[config.mk]
export PLATFORM = sky130hd
export DESIGN_NAME = ps2_keyboard
export DESIGN_NICKNAME = d
export VERILOG_FILES = /design/src/rtl/ps2_keyboard.sv
export SDC_FILE = /design/constraint.sdc
export NUM_CORES = 1
export LEC_CHECK = 0
export BUFFER_PORTS_ARGS = -buffer_cell sky130_fd_sc_hd__buf_2
export CORE_UTILIZATION = 40
export DETAILED_ROUTE_END_ITERATION = 10
export GPL_ROUTABILITY_DRIVEN = 0
export HOLD_SLACK_MARGIN = 0.1
export REMOVE_ABC_BUFFERS = 1
export SYNTH_ARGS = -nofsm -noshare
export SYNTH_HDL_FRONTEND = slang
export SYNTH_SLANG_ARGS = --single-unit
export TNS_END_PERCENT = 10
[constraint.sdc]
create_clock -name clk -period 3.5 [get_ports clk]
set_clock_uncertainty 0.15 [all_clocks]
set_input_delay 0.7 -clock clk [delete_from_list [all_inputs] [get_ports clk]]
set_output_delay 0.7 -clock clk [all_outputs]
set_load 0.01 [all_outputs]
[src/rtl/ps2_keyboard.sv]
`timescale 1ns/1ps
// PS/2 scan-code set 2 receiver: conditions the raw lines, deframes bytes and
// tracks the Hack keycode of the key currently held.
module ps2_keyboard #(
   parameter int FILTER_LEN     = 8,
   parameter int TIMEOUT_CYCLES = 50000
) (
   input  logic       clk,
   input  logic       reset,
   input  logic       ps2_clk,
   input  logic       ps2_data,
   output logic [7:0] keycode,
   output logic       key_event,
   output logic       frame_error
);

   localparam int FW = $clog2(FILTER_LEN + 1);
   localparam int TW = $clog2(TIMEOUT_CYCLES);
   localparam logic [FW-1:0] FILT_MAX = FW'(FILTER_LEN - 1);
   localparam logic [TW-1:0] TO_MAX   = TW'(TIMEOUT_CYCLES - 1);

   typedef enum logic [1:0] {S_IDLE, S_DATA, S_PARITY, S_STOP} state_t;

   logic          clk_meta_q, clk_sync_q, data_meta_q, data_sync_q;
   logic          clk_filt_q, clk_filt_d;
   logic [FW-1:0] filt_cnt_q, filt_cnt_d;
   logic          fall;

   state_t        state_q, state_d;
   logic [2:0]    bit_cnt_q, bit_cnt_d;
   logic [7:0]    shift_q, shift_d;
   logic          parity_q, parity_d;
   logic [TW-1:0] to_cnt_q, to_cnt_d;
   logic          byte_valid, frame_err;

   logic          ext_q, ext_d, brk_q, brk_d;
   logic [7:0]    keycode_q, keycode_d, xlate;
   logic          key_event_q, frame_error_q;

   // The filtered level only follows the synchronized clock after FILTER_LEN
   // consecutive samples disagree with it; any agreeing sample restarts the count.
   // NOTE: every always_comb output gets a default first so no path can infer a latch.
   always_comb begin
      clk_filt_d = clk_filt_q;
      filt_cnt_d = '0;
      fall       = 1'b0;
      if (clk_sync_q != clk_filt_q) begin
         if (filt_cnt_q == FILT_MAX) begin
            clk_filt_d = clk_sync_q;
            fall       = clk_filt_q;
         end else begin
            filt_cnt_d = filt_cnt_q + 1'b1;
         end
      end
   end

   always_comb begin
      state_d    = state_q;
      bit_cnt_d  = bit_cnt_q;
      shift_d    = shift_q;
      parity_d   = parity_q;
      to_cnt_d   = '0;
      byte_valid = 1'b0;
      frame_err  = 1'b0;
      case (state_q)
         S_IDLE: if (fall) begin
            if (!data_sync_q) begin
               state_d   = S_DATA;
               bit_cnt_d = '0;
            end else begin
               frame_err = 1'b1;
            end
         end
         S_DATA: if (fall) begin
            shift_d   = {data_sync_q, shift_q[7:1]};
            bit_cnt_d = bit_cnt_q + 3'd1;
            if (bit_cnt_q == 3'd7) state_d = S_PARITY;
         end
         S_PARITY: if (fall) begin
            parity_d = data_sync_q;
            state_d  = S_STOP;
         end
         S_STOP: if (fall) begin
            state_d = S_IDLE;
            if (data_sync_q && (^shift_q ^ parity_q)) byte_valid = 1'b1;
            else                                     frame_err  = 1'b1;
         end
         default: state_d = S_IDLE;
      endcase
      // A stalled keyboard mid-frame must not wedge the deframer.
      if (state_q != S_IDLE && !fall) begin
         if (to_cnt_q == TO_MAX) begin
            state_d   = S_IDLE;
            frame_err = 1'b1;
         end else begin
            to_cnt_d = to_cnt_q + 1'b1;
         end
      end
   end

   always_comb begin
      xlate = '0;
      case ({ext_q, shift_q})
         9'h01C: xlate = 8'd65;   9'h032: xlate = 8'd66;   9'h021: xlate = 8'd67;
         9'h023: xlate = 8'd68;   9'h024: xlate = 8'd69;   9'h02B: xlate = 8'd70;
         9'h034: xlate = 8'd71;   9'h033: xlate = 8'd72;   9'h043: xlate = 8'd73;
         9'h03B: xlate = 8'd74;   9'h042: xlate = 8'd75;   9'h04B: xlate = 8'd76;
         9'h03A: xlate = 8'd77;   9'h031: xlate = 8'd78;   9'h044: xlate = 8'd79;
         9'h04D: xlate = 8'd80;   9'h015: xlate = 8'd81;   9'h02D: xlate = 8'd82;
         9'h01B: xlate = 8'd83;   9'h02C: xlate = 8'd84;   9'h03C: xlate = 8'd85;
         9'h02A: xlate = 8'd86;   9'h01D: xlate = 8'd87;   9'h022: xlate = 8'd88;
         9'h035: xlate = 8'd89;   9'h01A: xlate = 8'd90;
         9'h045: xlate = 8'd48;   9'h016: xlate = 8'd49;   9'h01E: xlate = 8'd50;
         9'h026: xlate = 8'd51;   9'h025: xlate = 8'd52;   9'h02E: xlate = 8'd53;
         9'h036: xlate = 8'd54;   9'h03D: xlate = 8'd55;   9'h03E: xlate = 8'd56;
         9'h046: xlate = 8'd57;
         9'h029: xlate = 8'd32;   9'h05A: xlate = 8'd128;  9'h066: xlate = 8'd129;
         9'h076: xlate = 8'd140;
         9'h005: xlate = 8'd141;  9'h006: xlate = 8'd142;  9'h004: xlate = 8'd143;
         9'h00C: xlate = 8'd144;  9'h003: xlate = 8'd145;  9'h00B: xlate = 8'd146;
         9'h083: xlate = 8'd147;  9'h00A: xlate = 8'd148;  9'h001: xlate = 8'd149;
         9'h009: xlate = 8'd150;  9'h078: xlate = 8'd151;  9'h007: xlate = 8'd152;
         9'h16B: xlate = 8'd130;  9'h175: xlate = 8'd131;  9'h174: xlate = 8'd132;
         9'h172: xlate = 8'd133;  9'h16C: xlate = 8'd134;  9'h169: xlate = 8'd135;
         9'h17D: xlate = 8'd136;  9'h17A: xlate = 8'd137;  9'h170: xlate = 8'd138;
         9'h171: xlate = 8'd139;
         default: ;
      endcase
   end

   // A break only releases the key it names, so stray or unmapped breaks are inert.
   always_comb begin
      ext_d     = ext_q;
      brk_d     = brk_q;
      keycode_d = keycode_q;
      if (byte_valid) begin
         if (shift_q == 8'hE0) begin
            ext_d = 1'b1;
         end else if (shift_q == 8'hF0) begin
            brk_d = 1'b1;
         end else begin
            ext_d = 1'b0;
            brk_d = 1'b0;
            if (xlate != 8'd0) begin
               if (!brk_q)                 keycode_d = xlate;
               else if (xlate == keycode_q) keycode_d = 8'd0;
            end
         end
      end
   end

   // NOTE: sequential state uses non-blocking assignments so every register samples pre-edge values.
   always_ff @(posedge clk) begin
      if (reset) begin
         clk_meta_q    <= 1'b1;
         clk_sync_q    <= 1'b1;
         data_meta_q   <= 1'b1;
         data_sync_q   <= 1'b1;
         clk_filt_q    <= 1'b1;
         filt_cnt_q    <= '0;
         state_q       <= S_IDLE;
         bit_cnt_q     <= '0;
         shift_q       <= '0;
         parity_q      <= 1'b0;
         to_cnt_q      <= '0;
         ext_q         <= 1'b0;
         brk_q         <= 1'b0;
         keycode_q     <= '0;
         key_event_q   <= 1'b0;
         frame_error_q <= 1'b0;
      end else begin
         clk_meta_q    <= ps2_clk;
         clk_sync_q    <= clk_meta_q;
         data_meta_q   <= ps2_data;
         data_sync_q   <= data_meta_q;
         clk_filt_q    <= clk_filt_d;
         filt_cnt_q    <= filt_cnt_d;
         state_q       <= state_d;
         bit_cnt_q     <= bit_cnt_d;
         shift_q       <= shift_d;
         parity_q      <= parity_d;
         to_cnt_q      <= to_cnt_d;
         ext_q         <= ext_d;
         brk_q         <= brk_d;
         keycode_q     <= keycode_d;
         key_event_q   <= (keycode_d != keycode_q);
         frame_error_q <= frame_err;
      end
   end

   assign keycode     = keycode_q;
   assign key_event   = key_event_q;
   assign frame_error = frame_error_q;

endmodule

### Yosys cells after proc, flatten, opt, wreduce, memory -nomap -nowiden

Cells that the tools add are included.

* bits in registers: 51
* input port bits: 4

* add/subtract/negate cells: 3
* equal/unequal tests: 77
* multiplexer cells: 35
* bitwise operators: 4
* reduce and logical (&&, ||, !) cells: 16

Operators with widths (count)
* $pmux 8 s62: 1
* $eq 9x6->1 const B: 23
* $eq 9x7->1 const B: 11
* $eq 9x9->1 const B: 10
* $eq 9x5->1 const B: 7
* $mux 8: 6
* $eq 9x3->1 const B: 4
* $eq 9x4->1 const B: 4
* $add 16x1->16 const B: 1
* $eq 16x16->1 const B: 1
* $eq 8x8->1 const B: 2
* $mux 2: 8
* $mux 1: 14
* $reduce_and 2->1: 5
* $eq 9x1->1 const B: 1
* $eq 9x2->1 const B: 1
* $eq 9x8->1 const B: 1
* $mux 3: 3
* $eq 8x8->1: 1
* $ne 2x2->1 const B: 4
* $ne 8x8->1: 1
* $pmux 2 s4: 1
* $reduce_bool 8->1: 1
* $reduce_xor 8->1: 1
* other kinds (17): 23

### Logic depth before layout (Yosys ltp)

Gate-level depths: netlist of run 1.

* depth in word-level cells: 10
* depth in mapped cells: 12
* mapped depth without buffers: 10

### Worst setup path after synthesis of run 1

OpenSTA, ideal clock, no wires.

* path kind: register to register
* start: reg shift_q[0]
* end: reg keycode_q[1] (netlist: keycode[1])
* data arrival time: 2.580 ns
* data required time: 3.234 ns
* path slack: 0.654 ns
* stages on the path, launching flop included: 11
* buffers on the path: 0
* clock period less this slack: 2.846 ns
* cells stage by stage: dfxtp_1 -> inv_1 -> ha_1 -> xnor3_1 -> xnor2_1 -> nand4_2 -> nor3_4 -> o22a_1 -> nor2_1 -> a32o_1 -> a31o_1

* cells in the longest elaborated chain, start to end: 9

RTL lines
* start: declaration: line 31 `logic [7:0] shift_q, shift_d;`
* start signal: assignment: line 180 `shift_q <= shift_d;`
* $eq 9x9->1 (tied with other cells): line 103 `case ({ext_q, shift_q})`
* $pmux 8 s62: line 103
* $eq 8x8->1: line 146 `else if (xlate == keycode_q) keycode_d = 8'd0;`
* $mux 8: line 146
* $mux 8: line 145 `if (!brk_q) keycode_d = xlate;`
* $mux 8: line 144 `if (xlate != 8'd0) begin`
* $mux 8: line 139 `end else if (shift_q == 8'hF0) begin`
* $mux 8: line 137 `if (shift_q == 8'hE0) begin`
* $mux 8 (*): line 136 `if (byte_valid) begin`
* end signal: assignment: line 185 `keycode_q <= keycode_d;`
* end: declaration: line 37 `logic [7:0] keycode_q, keycode_d, xlate;`

Mark *: on every way between the ends. The rest lies on a longest branch, timed or not.
A chain may end at the register's enable or synchronous reset.

### Worst setup path in the final report of run 1

* start: reg shift_q[4]
* end: reg key_event_q (netlist: key_event)

* cells in the longest elaborated chain, start to end: 10

RTL lines
* $eq 9x9->1 (tied with other cells): line 103
* $pmux 8 s62: line 103
* $eq 8x8->1: line 146
* $mux 8: line 146
* $mux 8: line 145
* $mux 8: line 144
* $mux 8: line 139
* $mux 8: line 137
* $mux 8 (*): line 136
* $ne 8x8->1 (*): line 186 `key_event_q <= (keycode_d != keycode_q);`
* end signal: assignment: line 186
* end: declaration: line 38 `logic key_event_q, frame_error_q;`

Marked as above.

==> metrics.csv, run 1 <==
metric,value,unit
Comb pwr share,2.9,%
Yosys reg bits,51,
most frequent cells in the layout,"nor2_1 (56), dfxtp_1 (51), nand2_1 (48)",
Post-synth EDFFs,0,
H-tree Lvls,2,
routed len/inst,15.8,microns
clock share of power,35.2,%
asr flop ratio synth,0,%
CTS tree,yes,
hold depth,1,
post-synthesis sequential area ratio,26.0,%
met1 usage,27.2,%
worst vdd ir,0.000152,V
Slew @ Worst Pin,0.627,ns
Hold EP,data_sync_q,
# port buffers,13,
CP max stage cell,ha_1,
CTS resizes,0,
Top Ports,14,
Final Critical Period,3.28,ns
Vias,3724,
NetSw,0.217,mW
initial core utilization,41.9,%
FMAX,305,MHz
Leakage Power,1.44,nW
"commonest non-fill, non-tap cell in the layout",nor2_1,
critical path class,reg -> reg,
worst hold path class,reg -> reg,
RR Endpoint,key_event,
met2 Use GR,32.3,%
full die area,0.0102,sq mm
max-slew violations,0,
ANT nets after route,0,
Die X,101,microns
Syn Inst Count,501,
ys flop type,dfxtp_1,
Skew-Pair Late Insertion Delay,0.30,ns
clk sink count,51,
post-synthesis cell type count,74,
Tot Pwr,0.954,mW
pin count of the biggest net entering global routing,30,
CP Launch Type,flop,
clock-pin slew on the worst setup and hold paths,0.09,ns
Core Rows,35,
CP required,3.56,ns
Power Internal,0.736,mW
"Avg Cell Area, Syn",7.83,sq um
vias in the first global route,3470,
Final TNS setup,0,ns
reg2reg setup slack,0.22,ns
worst-path cell chain,ha_1 -> buf_4 -> a22oi_2 -> o32ai_1 -> a211oi_2 -> o2111ai_4 -> a2111oi_4 -> and3_2 -> a41oi_4 -> o41ai_2,
root buffer cell,clkbuf_8,
setup violators final,0,
"Max FO, Critical Path",12,
Hold Path Origin,data_meta_q,
Area Growth Syn to Fin,6.03,%
status,completed,
critical path arrival,3.33,ns
gr usage total,20.3,%
first-pass GRT wire length,16700,microns
RSZ-0062 raised after global routing,false,
antenna cells,0,
Final Cycle Share,93.6,%
"Core Util, Final",44.4,%
origin of the critical flop-to-flop path,shift_q[4],
gr busiest metal,met2,
Layout fillers,956,
Net Sw Frac,22.8,%
clock buffer depth,2,
post-route cell area,0.00416,sq mm
Post-route DRC,0,
Power Density,229,mW/mm^2
CTS Hold Bufs,0,
setup repair bufs after CTS,0,
synth warn,0,
core area,0.00937,sq mm
Area after DPL,0.00404,sq mm
Synth Cell Area,0.00392,sq mm
grt ovf,0,
Slew headroom,58.1,%
Slowest Stage Delay on Critical Path,0.40,ns
Iteration-0 DRC Markers,310,
Flop pwr share,61.9,%
Die Span Y,101,microns
nets,526,
Initial DRT Pass Iterations,5,
Max-Cap Viols,0,
CTS Buf Count,5,
met3 Resource Use GR,3.95,%
layout cells sized above 1,13.2,%
final-report hold violation count,0,
Detailed Place HPWL,7000,microns
worst reg2reg path depth,10,
crit path capture type,flop,
drt via density,5.93,
Total Wirelength,9950,microns
initial antenna violation count,0,
==> worst max path at each step <==
stage,from,endpoint,slack [ns],depth (start not counted)
after floorplan,shift_q[2],key_event,0.47,10
after global placement,shift_q[0],key_event,0.18,10
after detailed placement,shift_q[6],key_event,0.10,10
after CTS,shift_q[6],key_event,0.09,10
after global routing,shift_q[2],key_event,0.02,11
final,shift_q[4],key_event,0.22,10
==> Yosys cell counts, types with 6 or more instances <==
master     n  area share, %
a211oi_1   6            1.1
a21oi_1   35            4.5
a31oi_1    9            1.4
and3_1     6           0.96
buf_2      9            1.1
clkbuf_1  16            1.5
dfxtp_1   51             26
ha_1      24            7.7
inv_1     24            2.3
nand2_1   48            4.6
nand2b_1   8            1.3
nand3_1   30            3.8
nand3b_1   9            1.7
nand4_1    6           0.96
nor2_1    56            5.4
nor3_1    14            1.8
o21ai_0   14            1.8
o22ai_1   10            1.6
xnor2_1   12            2.7
xor2_1    14            3.1
==> registers in the layout, summed over array words and instances (netlist names), 2 cells and up <==
signal      cells
bit_cnt_q       3
filt_cnt_q      4
keycode         8
shift_q         8
state_q         2
to_cnt_q       16
==> cell type report <==
cell class,count,area (sq um),area share (%)
well taps,129,161,3.88
clock buffers,6,72.6,1.74
flip-flops and latches,51,1020,24.5
repair buffers,23,140,3.37
inverters,25,93.8,2.26
clock inverters,2,12.5,0.301
multi-input cells,392,2660,63.9
==> critical path: cells and delay by family, from the launching register on <==
kind / cells / cell delay (ns)
and+or+nand+nor: 1 / 0.25
DFF: 1 / 0.36
AOI/OAI and AO/OA: 7 / 1.76
adders and majority gates: 1 / 0.40
buffers and inverters: 1 / 0.25
==> cell families after synthesis <==
family                   after synthesis  synth area share [%]
adder cells (fa/ha/maj)               24                  7.66
buffers and inverters                 58                  6.99
AND/OR/NAND/NOR                      208                  27.5
flip-flops                            51                  26.0
AO/OA/AOI/OAI                        130                  24.7
XOR/XNOR                              27                  6.38
multiplexers                           3                 0.766
==> power by group through the flow <==
stage               registers (mW)  logic [mW]  clock network, mW
finish                       0.590      0.0276              0.336
detailed placement           0.604      0.0280                  0
CTS                          0.590      0.0281              0.348
global placement             0.603      0.0283                  0
global route                 0.591      0.0308              0.369
floorplan                    0.603      0.0159                  0
==> through the flow <==
step	cells	hold slack [ns]	worst slack, ns
final	628	0.266	0.224
after global routing	628	0.285	0.0243
after CTS	628	0.268	0.0855
after detailed placement	620	0.248	0.100
after global placement	620	0.242	0.185
after floorplan	468	0.239	0.474
==> per-layer routing <==
metal | wire length (microns) | vias to the layer above | part of all wire [%]
li1 | - | 1805 | -
met1 | 4390 | 1707 | 44
met2 | 4450 | 176 | 45
met3 | 809 | 36 | 8.1
met4 | 304 | 0 | 3.1
met5 | 0 | - | 0
No activity file was read; power rests on OpenSTA's default activity.
==> run 2: changes to the inputs <==
==> constraint.sdc (replaced) <==
create_clock -name clk -period 3.5 [get_ports clk]
set_clock_uncertainty 0.15 [all_clocks]
set_input_delay 0.175 -clock clk [delete_from_list [all_inputs] [get_ports clk]]
set_output_delay 0.175 -clock clk [all_outputs]
set_load 0.01 [all_outputs]
==> run 2 against run 1 <==
Against the previous run: setup slack lost 0.0047 ns; clock power is essentially flat; core utilization grew 0.21 points; final cell count grew 0.32%; non-clock buffer count grew 2; routed wire length is essentially flat; critical path depth is the same; die area is the same; register-to-register slack is essentially flat; sequential power is essentially flat; first-iteration DRC count shrank 2.3%.
==> metrics.csv, run 2 (synthesis gave the netlist of run 1 again) <==
metric,value,unit
status,completed,
CP max stage cell,ha_1,
Post-route DRC,0,
Area Growth Syn to Fin,6.54,%
Die Span Y,101,microns
Hold Path Origin,reset,
# port buffers,13,
critical path arrival,3.34,ns
worst hold path class,in -> reg,
RR Endpoint,key_event,
Initial DRT Pass Iterations,7,
initial core utilization,41.9,%
Hold EP,frame_error,
H-tree Lvls,2,
routed len/inst,15.8,microns
Final Critical Period,3.28,ns
FMAX,305,MHz
dpl cells,620,
Iteration-0 DRC Markers,303,
CTS tree,yes,
Die X,101,microns
clock buffer depth,2,
full die area,0.0102,sq mm
ANT nets after route,0,
CTS Buf Count,5,
worst path buffer plus inverter count,1,
register with the most flip-flops,to_cnt_q,
Finished Layout Cells,630,
pin count of the biggest net entering global routing,30,
max reg flops,16,
Core Rows,35,
setup violators final,0,
"commonest non-fill, non-tap cell in the layout",nor2_1,
"delay-heaviest family, CP",compound AO/OA/AOI/OAI gates,
Slowest Stage Delay on Critical Path,0.40,ns
core area,0.00937,sq mm
clock-pin slew on the worst setup and hold paths,0.09,ns
crit path capture type,flop,
gr usage total,20.3,%
CP required,3.56,ns
Slew @ Worst Pin,0.613,ns
critical path class,reg -> reg,
Power Density,229,mW/mm^2
worst setup margin,0.220,ns
"Max FO, Critical Path",12,
clk sink count,51,
"Core Util, Final",44.6,%
worst reg2reg path depth,10,
Final TNS setup,0,ns
nets,528,
worst vdd ir,0.000152,V
most frequent cells in the layout,"nor2_1 (56), dfxtp_1 (51), nand2_1 (48)",
layout cells sized above 1,13.2,%
Max-Cap Viols,0,
CP Launch Type,flop,
max-slew violations,0,
initial antenna violation count,0,
origin of the critical flop-to-flop path,shift_q[4],
Slew headroom,59.1,%
Skew-Pair Late Insertion Delay,0.30,ns
hold depth,2,
Top Ports,14,
grt ovf,0,
root buffer cell,clkbuf_8,
Place WS,0.100,ns
first-pass GRT wire length,16700,microns
final-report hold violation count,0,
Vias,3712,
Detailed Place HPWL,7000,microns
reg2reg setup slack,0.22,ns
antenna cells,0,
Leakage Power,1.45,nW
Final Cycle Share,93.7,%
worst-path cell chain,ha_1 -> buf_4 -> a22oi_2 -> o32ai_1 -> a211oi_2 -> o2111ai_4 -> a2111oi_4 -> and3_2 -> a41oi_4 -> o41ai_2,
RSZ-0062 raised after global routing,false,
vias in the first global route,3478,
Total Wirelength,9960,microns
drt via density,5.89,
## run 2: cell types whose count changed in the layout (fill, tap and decap cells not counted), sizes merged
cell	before	now
dlygate4sd3	0	2
## run 2: stage by stage
step	power [mW]	area, sq um	hold slack [ns]
finish	0.956	4180	0.173
global route	0.993	4180	0.207
floorplan	0.619	3740	0.0941
detailed placement	0.632	4040	0.212
CTS	0.968	4150	0.174
global placement	0.632	4040	0.213
## run 2: worst max path at each step
stage | from | endpoint | slack, ns | cells after the start
floorplan | shift_q[2] | key_event | 0.47 | 10
global placement | shift_q[0] | key_event | 0.18 | 10
detailed placement | shift_q[6] | key_event | 0.10 | 10
CTS | shift_q[6] | key_event | 0.09 | 10
global route | shift_q[2] | key_event | 0.02 | 11
finish | shift_q[4] | key_event | 0.22 | 10
## run 2: power by group
part / switching (mW) / internal (mW)
Clock: 0.196 / 0.140
Combinational: 0.0163 / 0.0130
Sequential: 0.00542 / 0.585
Total: 0.218 / 0.738
## run 2: final cells by class
class	instances	area, sq um
clock buffers	6	72.6
clock inverters	2	12.5
fillers	955	5190
inverters	25	93.8
multi-input cells	392	2660
flip-flops and latches	51	1020
well taps	129	161
repair buffers	25	160
## run 2: metal layers
metal	track usage [%]	vias up	share of wire (%)
met3	3.95	25	7.9
met2	32.4	173	45
met5	0	-	0
met1	27.2	1702	45
met4	7.47	0	2.5
li1	-	1812	-
## run 2: timing repair
action / 4_1_cts / 5_1_grt
hold buffers: 2 / 0
hold endpoints to repair: 2 / 0
buffers inserted: 0 / 0
setup endpoints to repair: 0 / 7
resized for setup: 0 / 12
